==> config.mk <==
export PLATFORM = sky130hd
export DESIGN_NAME = dfb_spi_ctrl_flat
export DESIGN_NICKNAME = d
export VERILOG_FILES = /design/src/rtl/dfb_spi_pkg.sv /design/src/rtl/dfb_spi_ctrl_if.sv /design/src/rtl/dfb_spi_shift.sv /design/src/rtl/dfb_spi_ctrl.sv /design/src/flat_wrapper.sv
export SDC_FILE = /design/constraint.sdc
export NUM_CORES = 1
export LEC_CHECK = 0
export ABC_AREA = 1
export BUFFER_PORTS_ARGS = -buffer_cell sky130_fd_sc_hd__buf_2
export CORE_MARGIN = 1
export CORE_UTILIZATION = 50
export DETAILED_ROUTE_END_ITERATION = 10
export PLACE_DENSITY = 0.73
export SKIP_LAST_GASP = 1
export SLEW_MARGIN = 20
export SYNTH_ARGS = -nofsm -noshare
export SYNTH_HDL_FRONTEND = slang
export SYNTH_SLANG_ARGS = --single-unit
==> constraint.sdc <==
create_clock -name CLKOSC -period 1.7 [get_ports CLKOSC]
set_input_delay 0.17 -clock CLKOSC [delete_from_list [all_inputs] [get_ports CLKOSC]]
set_output_delay 0.17 -clock CLKOSC [all_outputs]
set_load 0.05 [all_outputs]
==> src/rtl/dfb_spi_pkg.sv <==
// Shared definitions for the DFB1 SPI controller: register offsets, reset values
// and the shift-engine state encoding.
package dfb_spi_pkg;

    localparam logic [3:0] REG_ID   = 4'h0;
    localparam logic [3:0] REG_CFG  = 4'h2;
    localparam logic [3:0] REG_DATA = 4'h4;
    localparam logic [3:0] REG_STAT = 4'h6;

    localparam logic [7:0] CFG_RST     = 8'hFD;
    localparam logic [7:0] STAT_RST    = 8'h03;
    localparam logic [7:0] DATA_RST    = 8'hFF;
    localparam logic [7:0] RD_UNMAPPED = 8'hFF;

    typedef enum logic [1:0] {
        StIdle,
        StShiftLo,
        StShiftHi,
        StDone
    } spi_state_e;

    // Status byte layout: {busy, overrun, 4'b0, slow, cs}
    function automatic logic [7:0] stat_pack(input logic busy, input logic ovr,
                                             input logic slow, input logic cs);
        return {busy, ovr, 4'b0000, slow, cs};
    endfunction

endpackage

==> src/rtl/dfb_spi_ctrl_if.sv <==
// Synchronised request/acknowledge register bus between the CPLD decode logic
// and the SPI controller.
interface dfb_spi_ctrl_if;

    logic       BUS_REQ;
    logic       BUS_RW;
    logic [3:0] BUS_ADDR;
    logic [7:0] BUS_WDATA;
    logic [7:0] BUS_RDATA;
    logic       BUS_ACK;

    modport master (
        output BUS_REQ,
        output BUS_RW,
        output BUS_ADDR,
        output BUS_WDATA,
        input  BUS_RDATA,
        input  BUS_ACK
    );

    modport slave (
        input  BUS_REQ,
        input  BUS_RW,
        input  BUS_ADDR,
        input  BUS_WDATA,
        output BUS_RDATA,
        output BUS_ACK
    );

endinterface

==> src/rtl/dfb_spi_shift.sv <==
// Byte-wide SPI mode-0 shift engine: half-period divider, SCK/MOSI generation,
// MISO capture and a done strobe on the final falling SCK edge.
module dfb_spi_shift
    import dfb_spi_pkg::*;
#(
    parameter int unsigned FAST_DIV = 2,
    parameter int unsigned SLOW_DIV = 64
) (
    input  logic       CLKOSC,
    input  logic       RST,
    input  logic       start,
    input  logic       slow,
    input  logic [7:0] tx_byte,
    input  logic       miso,
    output logic       sck,
    output logic       mosi,
    output logic       busy,
    output logic       done,
    output logic [7:0] rx_byte
);

    localparam int unsigned MAX_DIV = (FAST_DIV > SLOW_DIV) ? FAST_DIV : SLOW_DIV;
    localparam int unsigned CNT_W   = (MAX_DIV > 1) ? $clog2(MAX_DIV) : 1;

    localparam logic [CNT_W-1:0] FAST_RELOAD = CNT_W'(FAST_DIV - 1);
    localparam logic [CNT_W-1:0] SLOW_RELOAD = CNT_W'(SLOW_DIV - 1);

    spi_state_e       state_q;
    logic [CNT_W-1:0] cnt_q;
    logic [2:0]       bit_q;
    logic             slow_q;
    logic [7:0]       tx_sr_q;
    logic [7:0]       rx_sr_q;
    logic             sck_q;
    logic             mosi_q;
    logic             busy_q;
    logic [CNT_W-1:0] reload;

    // Speed is frozen at transfer start; later status writes wait for the next byte.
    assign reload = slow_q ? SLOW_RELOAD : FAST_RELOAD;

    assign done    = (state_q == StShiftHi) && (cnt_q == '0) && (bit_q == 3'd7);
    assign sck     = sck_q;
    assign mosi    = mosi_q;
    assign busy    = busy_q;
    assign rx_byte = rx_sr_q;

    always_ff @(posedge CLKOSC) begin
        if (!RST) begin
            state_q <= StIdle;
            cnt_q   <= '0;
            bit_q   <= '0;
            slow_q  <= STAT_RST[1];
            tx_sr_q <= DATA_RST;
            rx_sr_q <= DATA_RST;
            sck_q   <= 1'b0;
            mosi_q  <= 1'b1;
            busy_q  <= 1'b0;
        end else if (start) begin
            state_q <= StShiftLo;
            cnt_q   <= slow ? SLOW_RELOAD : FAST_RELOAD;
            bit_q   <= '0;
            slow_q  <= slow;
            tx_sr_q <= tx_byte;
            sck_q   <= 1'b0;
            mosi_q  <= tx_byte[7];
            busy_q  <= 1'b1;
        end else begin
            case (state_q)
                StShiftLo: begin
                    if (cnt_q != '0) begin
                        cnt_q <= cnt_q - CNT_W'(1);
                    end else begin
                        sck_q   <= 1'b1;
                        rx_sr_q <= {rx_sr_q[6:0], miso};
                        cnt_q   <= reload;
                        state_q <= StShiftHi;
                    end
                end
                StShiftHi: begin
                    if (cnt_q != '0) begin
                        cnt_q <= cnt_q - CNT_W'(1);
                    end else begin
                        sck_q <= 1'b0;
                        cnt_q <= reload;
                        if (bit_q == 3'd7) begin
                            state_q <= StDone;
                            busy_q  <= 1'b0;
                            mosi_q  <= 1'b1;
                        end else begin
                            state_q <= StShiftLo;
                            bit_q   <= bit_q + 3'd1;
                            tx_sr_q <= {tx_sr_q[6:0], 1'b1};
                            mosi_q  <= tx_sr_q[6];
                        end
                    end
                end
                StDone: begin
                    state_q <= StIdle;
                end
                default: begin
                end
            endcase
        end
    end

endmodule

==> src/rtl/dfb_spi_ctrl.sv <==
// DFB1 register window (ID, config, SPI data/status) with request/acknowledge
// handshake, driving the SPI shift engine and the config byte.
module dfb_spi_ctrl
    import dfb_spi_pkg::*;
#(
    parameter int unsigned FAST_DIV = 2,
    parameter int unsigned SLOW_DIV = 64,
    parameter logic [7:0]  ID_VALUE = 8'h01
) (
    input  logic           CLKOSC,
    input  logic           RST,
    dfb_spi_ctrl_if.slave  bus,
    output logic [7:0]     CFG,
    output logic           SPI_SCK,
    output logic           SPI_MOSI,
    input  logic           SPI_MISO,
    output logic           SPI_CS,
    output logic           SPI_BUSY
);

    logic       req_q;
    logic       ack_q;
    logic [7:0] rdata_q;
    logic [7:0] cfg_q;
    logic [7:0] tx_q;
    logic [7:0] tx_d;
    logic [7:0] rx_q;
    logic       slow_q;
    logic       cs_q;
    logic       ovr_q;

    logic       accept;
    logic       can_start;
    logic       start;
    logic       busy;
    logic       done;
    logic [7:0] rx_byte;
    logic [7:0] rd_mux;

    assign accept = bus.BUS_REQ && !req_q;

    // The cycle the engine finishes counts as idle, so a write then chains a new byte.
    assign can_start = !busy || done;
    assign start     = accept && !bus.BUS_RW && (bus.BUS_ADDR == REG_DATA) && can_start;
    assign tx_d      = start ? bus.BUS_WDATA : tx_q;

    always_comb begin
        rd_mux = RD_UNMAPPED;
        case (bus.BUS_ADDR)
            REG_ID:   rd_mux = ID_VALUE;
            REG_CFG:  rd_mux = cfg_q;
            REG_DATA: rd_mux = done ? rx_byte : rx_q;
            REG_STAT: rd_mux = stat_pack(busy, ovr_q, slow_q, cs_q);
            default:  rd_mux = RD_UNMAPPED;
        endcase
    end

    always_ff @(posedge CLKOSC) begin
        if (!RST) begin
            req_q   <= 1'b0;
            ack_q   <= 1'b0;
            rdata_q <= RD_UNMAPPED;
            cfg_q   <= CFG_RST;
            tx_q    <= DATA_RST;
            rx_q    <= DATA_RST;
            slow_q  <= STAT_RST[1];
            cs_q    <= STAT_RST[0];
            ovr_q   <= STAT_RST[6];
        end else begin
            req_q <= bus.BUS_REQ;
            tx_q  <= tx_d;

            if (!bus.BUS_REQ) begin
                ack_q <= 1'b0;
            end else if (accept) begin
                ack_q <= 1'b1;
            end

            if (done) begin
                rx_q <= rx_byte;
            end

            if (accept) begin
                if (bus.BUS_RW) begin
                    rdata_q <= rd_mux;
                    if (bus.BUS_ADDR == REG_STAT) begin
                        ovr_q <= 1'b0;
                    end
                end else begin
                    case (bus.BUS_ADDR)
                        REG_CFG: cfg_q <= bus.BUS_WDATA;
                        REG_DATA: begin
                            if (!can_start) begin
                                ovr_q <= 1'b1;
                            end
                        end
                        REG_STAT: begin
                            slow_q <= bus.BUS_WDATA[1];
                            cs_q   <= bus.BUS_WDATA[0];
                        end
                        default: begin
                        end
                    endcase
                end
            end
        end
    end

    dfb_spi_shift #(
        .FAST_DIV (FAST_DIV),
        .SLOW_DIV (SLOW_DIV)
    ) u_shift (
        .CLKOSC  (CLKOSC),
        .RST     (RST),
        .start   (start),
        .slow    (slow_q),
        .tx_byte (tx_d),
        .miso    (SPI_MISO),
        .sck     (SPI_SCK),
        .mosi    (SPI_MOSI),
        .busy    (busy),
        .done    (done),
        .rx_byte (rx_byte)
    );

    assign bus.BUS_ACK   = ack_q;
    assign bus.BUS_RDATA = rdata_q;
    assign CFG           = cfg_q;
    assign SPI_CS        = cs_q;
    assign SPI_BUSY      = busy;

endmodule

==> src/flat_wrapper.sv <==
// flat-port wrapper written by rule: the top's interface ports become plain ports
module dfb_spi_ctrl_flat import dfb_spi_pkg::*;
#(
    parameter int unsigned FAST_DIV = 2,
    parameter int unsigned SLOW_DIV = 64,
    parameter logic [7:0]  ID_VALUE = 8'h01
)
  (CLKOSC, RST, CFG, SPI_SCK, SPI_MOSI, SPI_MISO, SPI_CS, SPI_BUSY, bus_BUS_REQ, bus_BUS_RW, bus_BUS_ADDR, bus_BUS_WDATA, bus_BUS_RDATA, bus_BUS_ACK);
  dfb_spi_ctrl_if bus_i ();
  input  logic CLKOSC;
  input  logic RST;
  output logic [7:0] CFG;
  output logic SPI_SCK;
  output logic SPI_MOSI;
  input  logic SPI_MISO;
  output logic SPI_CS;
  output logic SPI_BUSY;
  input wire logic [$bits(bus_i.BUS_REQ)-1:0] bus_BUS_REQ;
  input wire logic [$bits(bus_i.BUS_RW)-1:0] bus_BUS_RW;
  input wire logic [$bits(bus_i.BUS_ADDR)-1:0] bus_BUS_ADDR;
  input wire logic [$bits(bus_i.BUS_WDATA)-1:0] bus_BUS_WDATA;
  output wire logic [$bits(bus_i.BUS_RDATA)-1:0] bus_BUS_RDATA;
  output wire logic [$bits(bus_i.BUS_ACK)-1:0] bus_BUS_ACK;
  assign bus_i.BUS_REQ = bus_BUS_REQ;
  assign bus_i.BUS_RW = bus_BUS_RW;
  assign bus_i.BUS_ADDR = bus_BUS_ADDR;
  assign bus_i.BUS_WDATA = bus_BUS_WDATA;
  assign bus_BUS_RDATA = bus_i.BUS_RDATA;
  assign bus_BUS_ACK = bus_i.BUS_ACK;
  dfb_spi_ctrl #(.FAST_DIV(FAST_DIV), .SLOW_DIV(SLOW_DIV), .ID_VALUE(ID_VALUE)) u_core (.CLKOSC(CLKOSC), .RST(RST), .bus(bus_i), .CFG(CFG), .SPI_SCK(SPI_SCK), .SPI_MOSI(SPI_MOSI), .SPI_MISO(SPI_MISO), .SPI_CS(SPI_CS), .SPI_BUSY(SPI_BUSY));
endmodule
Word level (Yosys, flattened, before mapping)
Cells that the tools add are included.

Add/sub/neg operators: 2. Eq/ne operators: 15. Multiplexer cells: 32. Bitwise operators: 5. Reduce and logical (&&, ||, !) cells: 35.

Operator list (count): $pmux 8 s4 (1); $mux 6 (5); $mux 7 (4); $reduce_and 3->1 (9); $mux 8 (2); $mux 1 (15); $reduce_bool 2->1 (5); $eq 4x3->1 const B (2); $logic_and 1x1->1 (6); $logic_not 6->1 (1); $mux 2 (3); $ne 2x1->1 const B (3); $ne 2x2->1 const B (3); $ne 3x2->1 const B (2); $pmux 2 s3 (1); $reduce_and 2->1 (3); $reduce_bool 6->1 (1); $sub 6x1->6 const B (1); $not 1->1 (5); $eq 2x2->1 const B (2); $eq 4x2->1 const B (1); $logic_not 4->1 (1); $reduce_and 4->1 (1); $reduce_bool 4->1 (1); other kinds (8) (11).

Flip-flop bits (word level): 67. Input bits: 17. Output and inout port bits: 21. Logic and storage cells: 108.

Longest topological paths before layout
Depth in word-level cells: 7. Depth in mapped cells: 12. Gate-level depth less buffers: 11.

By module
From an unflattened synthesis, not the netlist that was laid out.

Cell total of the unflattened synthesis: 417. Area, all modules: 3081.7 um^2.

By module, submodules not included: dfb_spi_ctrl (instances 1, cells each 230, area an instance 1657.8 um^2, seq. area each 740.7 um^2); dfb_spi_shift (instances 1, cells each 187, area an instance 1423.9 um^2, seq. area each 600.6 um^2).

Least setup slack after synthesis
Ideal clock, no wire load.

Path kind: reg2reg. Start: reg u_core.u_shift.bit_q[0]. End: reg u_core.u_shift.rx_sr_q[2] (netlist: u_core.u_shift.rx_byte[2]). Setup time: 134 ps. Arrival: 1507 ps. Required time: 1566 ps. Path slack: 59 ps. Stages on the path, launching flop included: 12. Buffers on the path: 1. Period minus slack after synthesis: 1641 ps. Cell sequence: dfxtp_1 -> ha_1 -> ha_1 -> nand2_1 -> inv_2 -> nand3_4 -> nand2_2 -> nand2_2 -> buf_6 -> nand2_2 -> nand2_1 -> nand3_1.

Word-level cells in the longest chain between the ends: 6.

Ends and longest elaborated chain: start: declaration (RTL line dfb_spi_shift.sv:30) `logic [2:0] bit_q;`; start signal: assignment (RTL line dfb_spi_shift.sv:92) `bit_q <= bit_q + 3'd1;`; $eq 3x3->1 (RTL line dfb_spi_shift.sv:42) `assign done = (state_q == StShiftHi) && (cnt_q == '0) && (bit_q == 3'd7);`; $logic_and 1x1->1 (RTL line dfb_spi_shift.sv:42); $logic_or 1x1->1 (RTL line dfb_spi_ctrl.sv:43) `assign can_start = !busy || done;`; $logic_and 1x1->1 (RTL line dfb_spi_ctrl.sv:44) `assign start = accept && !bus.BUS_RW && (bus.BUS_ADDR == REG_DATA) && can_start;`; $not 1->1 (no source line); $reduce_and 3->1 (no source line); end signal: assignment (RTL line dfb_spi_shift.sv:75) `rx_sr_q <= {rx_sr_q[6:0], miso};`; end: declaration (RTL line dfb_spi_shift.sv:33) `logic [7:0] rx_sr_q;`.

No other way between the ends. A chain may end at the register's enable or synchronous reset.

Worst setup path in the final report
Start: reg u_core.u_shift.cnt_q[1]. End: reg u_core.u_shift.bit_q[0].

Word-level cells in the longest chain between the ends: 6. Elaborated cells between the ends (all ways): 9. Those cells by class: bitwise (1); reduce/logical (8).

Ends and longest elaborated chain: start: declaration (RTL line dfb_spi_shift.sv:29) `logic [CNT_W-1:0] cnt_q;`; start signal: assignment (RTL line dfb_spi_shift.sv:61) `cnt_q <= slow ? SLOW_RELOAD : FAST_RELOAD;`; start signal: assignment (RTL line dfb_spi_shift.sv:72) `cnt_q <= cnt_q - CNT_W'(1);`; start signal: assignment (RTL line dfb_spi_shift.sv:76) `cnt_q <= reload;`; $logic_not 6->1 (RTL line dfb_spi_shift.sv:42); $logic_and 1x1->1 (2 in series) (RTL line dfb_spi_shift.sv:42); $logic_or 1x1->1 (RTL line dfb_spi_ctrl.sv:43); $logic_and 1x1->1 (RTL line dfb_spi_ctrl.sv:44); $reduce_or 2->1 (no source line).

Several ways; a longest one is shown, not always the timed one.

==> metrics <==
status=complete, no violations; antenna-violating nets left=0; Yosys reg bits=59; DIE HEIGHT=79.48 um; Worst Path Max Fanout=5; GRT overflow=0; CTS tree=yes; sequential cell area fraction in the yosys report=39.35%; Post-Syn Area=roughly 0.003 mm^2; worst min-delay path class=in2reg; CP startpoint kind=flop; worst rel slew slack=about three fifths; max cap viols=0; multi-input logic area=0.001578 mm^2; unrepaired setup endpoints after global routing=yes; Worst-Skew Late Latency=around 0.34 ns; HPWL after detailed placement=5053 um; Core Util, Final=about two thirds; Clock Tree Buf Depth=2; WP data required=approximately 2.0 ns; Wirelength per Cell=12.20 um; area grow syn2layout=22.38%; core area=approximately 0.0056 mm^2; Worst Path Arrival=just under 2 ns; vias post-DR=2895; fin. max-slew vios=0; synthesized area per cell=6.869 um^2; routability cong.=0.8223; n_diodes=0; instance count of the mapped netlist=437; endpoints failing setup=0; crit path kind=reg2reg; CTS clk-pin slew, worst paths=0.07 ns; Leak Pwr=about 0.0019 uW; placed cells=554; standard-cell row count=27; Fmax=0.6008 GHz; clock sinks=59; crit share post-route=between 90 and 100%; GRT Util Overall=24.73%; DR iter-0 viols=approximately 220; pre-CTS setup slack=-0.01653 ns; Netlist cell types=31; Net count, final=526; first-pass GRT wire length=12010 um; final WL=7064 um; worst-margin pin slew=0.5678 ns; hold_buf cts=0; Synth warnings=0; largest net degree at the start of global routing=20; vias in the first global route=2648; CTS root buf=clkbuf_8; minimum clock period=1.664 ns; syn nets=461; final worst slack=0.03554 ns; maximum VDD drop=between 0.8 and 0.9 mV; Fillers=509; Via-to-Cell Ratio=around 5; Boundary Pins=38; CTS Buf Count=9; Die W=approximately 80 um; DR pass1 iterations=4; Seq. cell area=0.001184 mm^2; Initial Utilization=53.20%; CP Capture Type=flop; Setup Skew=0.007615 ns; Pwr Total=between 5000 and 6000 uW; H-Tree Depth=3; share of layout cells above drive strength 1=23.47%; DR DRC count=0; Die ar.=0.006317 mm^2; initial antenna violation count=0; final hold vios=0; non-filler cells, final=around 580; pwr/cell area=1362 mW/mm^2; I/O Buffers=37
-- flip-flops by register name, indices dropped and copies added (netlist names) --
signal / cells
u_core.SPI_CS: 1
u_core.u_shift.mosi: 1
u_core.slow_q: 1
u_core.bus.BUS_RDATA: 8
u_core.u_shift.rx_byte: 8
u_core.CFG: 8
u_core.u_shift.state_q: 2
u_core.u_shift.slow_q: 1
u_core.bus.BUS_ACK: 1
u_core.u_shift.bit_q: 3
u_core.u_shift.busy: 1
u_core.u_shift.tx_sr_q: 7
u_core.u_shift.sck: 1
u_core.rx_q: 8
u_core.u_shift.cnt_q: 6
u_core.req_q: 1
u_core.ovr_q: 1
-- cell usage in the layout (no fill, tap or decap), types with 2 or more instances in the layout --
cell type	instances
clkinv_2	2
buf_4	24
a21oi_2	3
nand2_1	129
nand2_4	4
buf_2	38
nor2_1	25
dfxtp_2	2
inv_2	6
ha_1	5
nand4_1	9
nand3_1	77
nand2_8	2
o21ai_0	10
nand3_2	2
buf_6	4
o21ai_1	5
nor2_4	4
inv_1	46
nor2_2	6
a21oi_1	15
nand2_2	4
clkinvlp_4	2
dfxtp_1	57
clkinv_1	3
clkbuf_8	11
-- path summary, 6_finish.rpt --
path                              from                         to  slack, ns  cells past startpoint
max            u_core.u_shift.cnt_q[1]    u_core.u_shift.bit_q[0]       0.04                     10
min                        bus_BUS_REQ               u_core.req_q       0.05                      3
max reg2reg    u_core.u_shift.cnt_q[1]    u_core.u_shift.bit_q[0]       0.04                     10
min reg2reg  u_core.u_shift.rx_byte[7]  u_core.u_shift.rx_byte[7]       0.46                      2
-- worst max-delay path, stage by stage, from the launching register on --
cell and delay [ns]:
dfxtp_2 0.33, inv_2 0.07, ha_4 0.15, nand2_4 0.05, nor2_4 0.15, buf_6 0.13, nand2_8 0.05, nor2_4 0.18
nand2_4 0.10, or2_0 0.22, a21oi_1 0.15
-- final cells by class --
| type | count | share of cell area [%] |
|---|---|---|
| clock buffers | 12 | 4.223 |
| clock inverters | 4 | 0.6812 |
| inverters | 55 | 5.620 |
| multi-input cells | 310 | 42.95 |
| flip-flops and latches | 59 | 32.22 |
| well taps | 72 | 2.452 |
| repair buffers | 67 | 11.85 |
-- cells in the mapped netlist --
cell,count,area (um^2)
buf_1,1,3.750
inv_2,3,11.26
buf_2,2,10.01
buf_4,4,30.03
nand3_1,78,390.4
o21a_1,1,7.510
dfxtp_1,59,1181
buf_6,4,45.04
a21oi_2,2,17.52
a21oi_1,16,80.08
nand3b_1,1,7.510
nor2_4,4,45.04
clkinv_1,3,11.26
nor3_1,1,5.000
or2_0,1,6.260
or2_2,1,6.260
nand3_4,1,17.52
ha_1,7,87.58
nor2_1,25,93.84
o21ai_0,11,55.05
nand2_2,8,50.05
o21ai_1,4,20.02
inv_1,49,183.9
nand4_1,9,56.30
nand2_8,1,20.02
nand3_2,1,10.01
nand2_1,129,484.2
o211ai_1,1,7.510
clkbuf_1,3,11.26
xor2_1,1,8.760
nor2_2,6,37.54
-- power by group --
part	total, uW	internal [uW]	switching, uW	leakage [uW]
registers	1680	1550	132	0.000482
logic	2160	908	1260	0.00133
clock network	1160	603	555	0.0000884
total	5000	3060	1940	0.00190
-- cell families after synthesis --
group	synth area share, %
flip-flops	39.35
buffers and inverters	10.21
AND/OR/NAND/NOR	40.98
XOR/XNOR	0.2918
adder cells (fa/ha/maj)	2.918
AO/OA/AOI/OAI	6.253
-- through the flow --
stage	cell area, um^2	setup TNS [ns]	hold WS [ns]
after global routing	3674	-0.1184	0.05916
after CTS	3532	0	0.04013
after global placement	3342	0	0.3939
after floorplan	3002	0	0.2821
after detailed placement	3342	-0.03683	0.3949
final	3674	0	0.04772
-- per-layer routing --
metal  wire length, um  vias up  part of all wire [%]  global-route usage, %
met4                57        0                  0.81                  6.545
met5                 0        -                     0                      0
met2              3378       64                    48                  40.34
li1                  -     1527                     -                      -
met1              3334     1298                    47                  31.68
met3               294        6                   4.2                  7.200
-- repair_timing --
| action | 4_1_cts | 5_1_grt |
|---|---|---|
| buffers inserted | 0 | 7 |
| pin swaps | 0 | 8 |
| cloned | 0 | 2 |
| resized for setup | 2 | 19 |
| endpoints found under the setup margin | 12 | 22 |
Note: power is estimated with default switching activity, not from simulation.
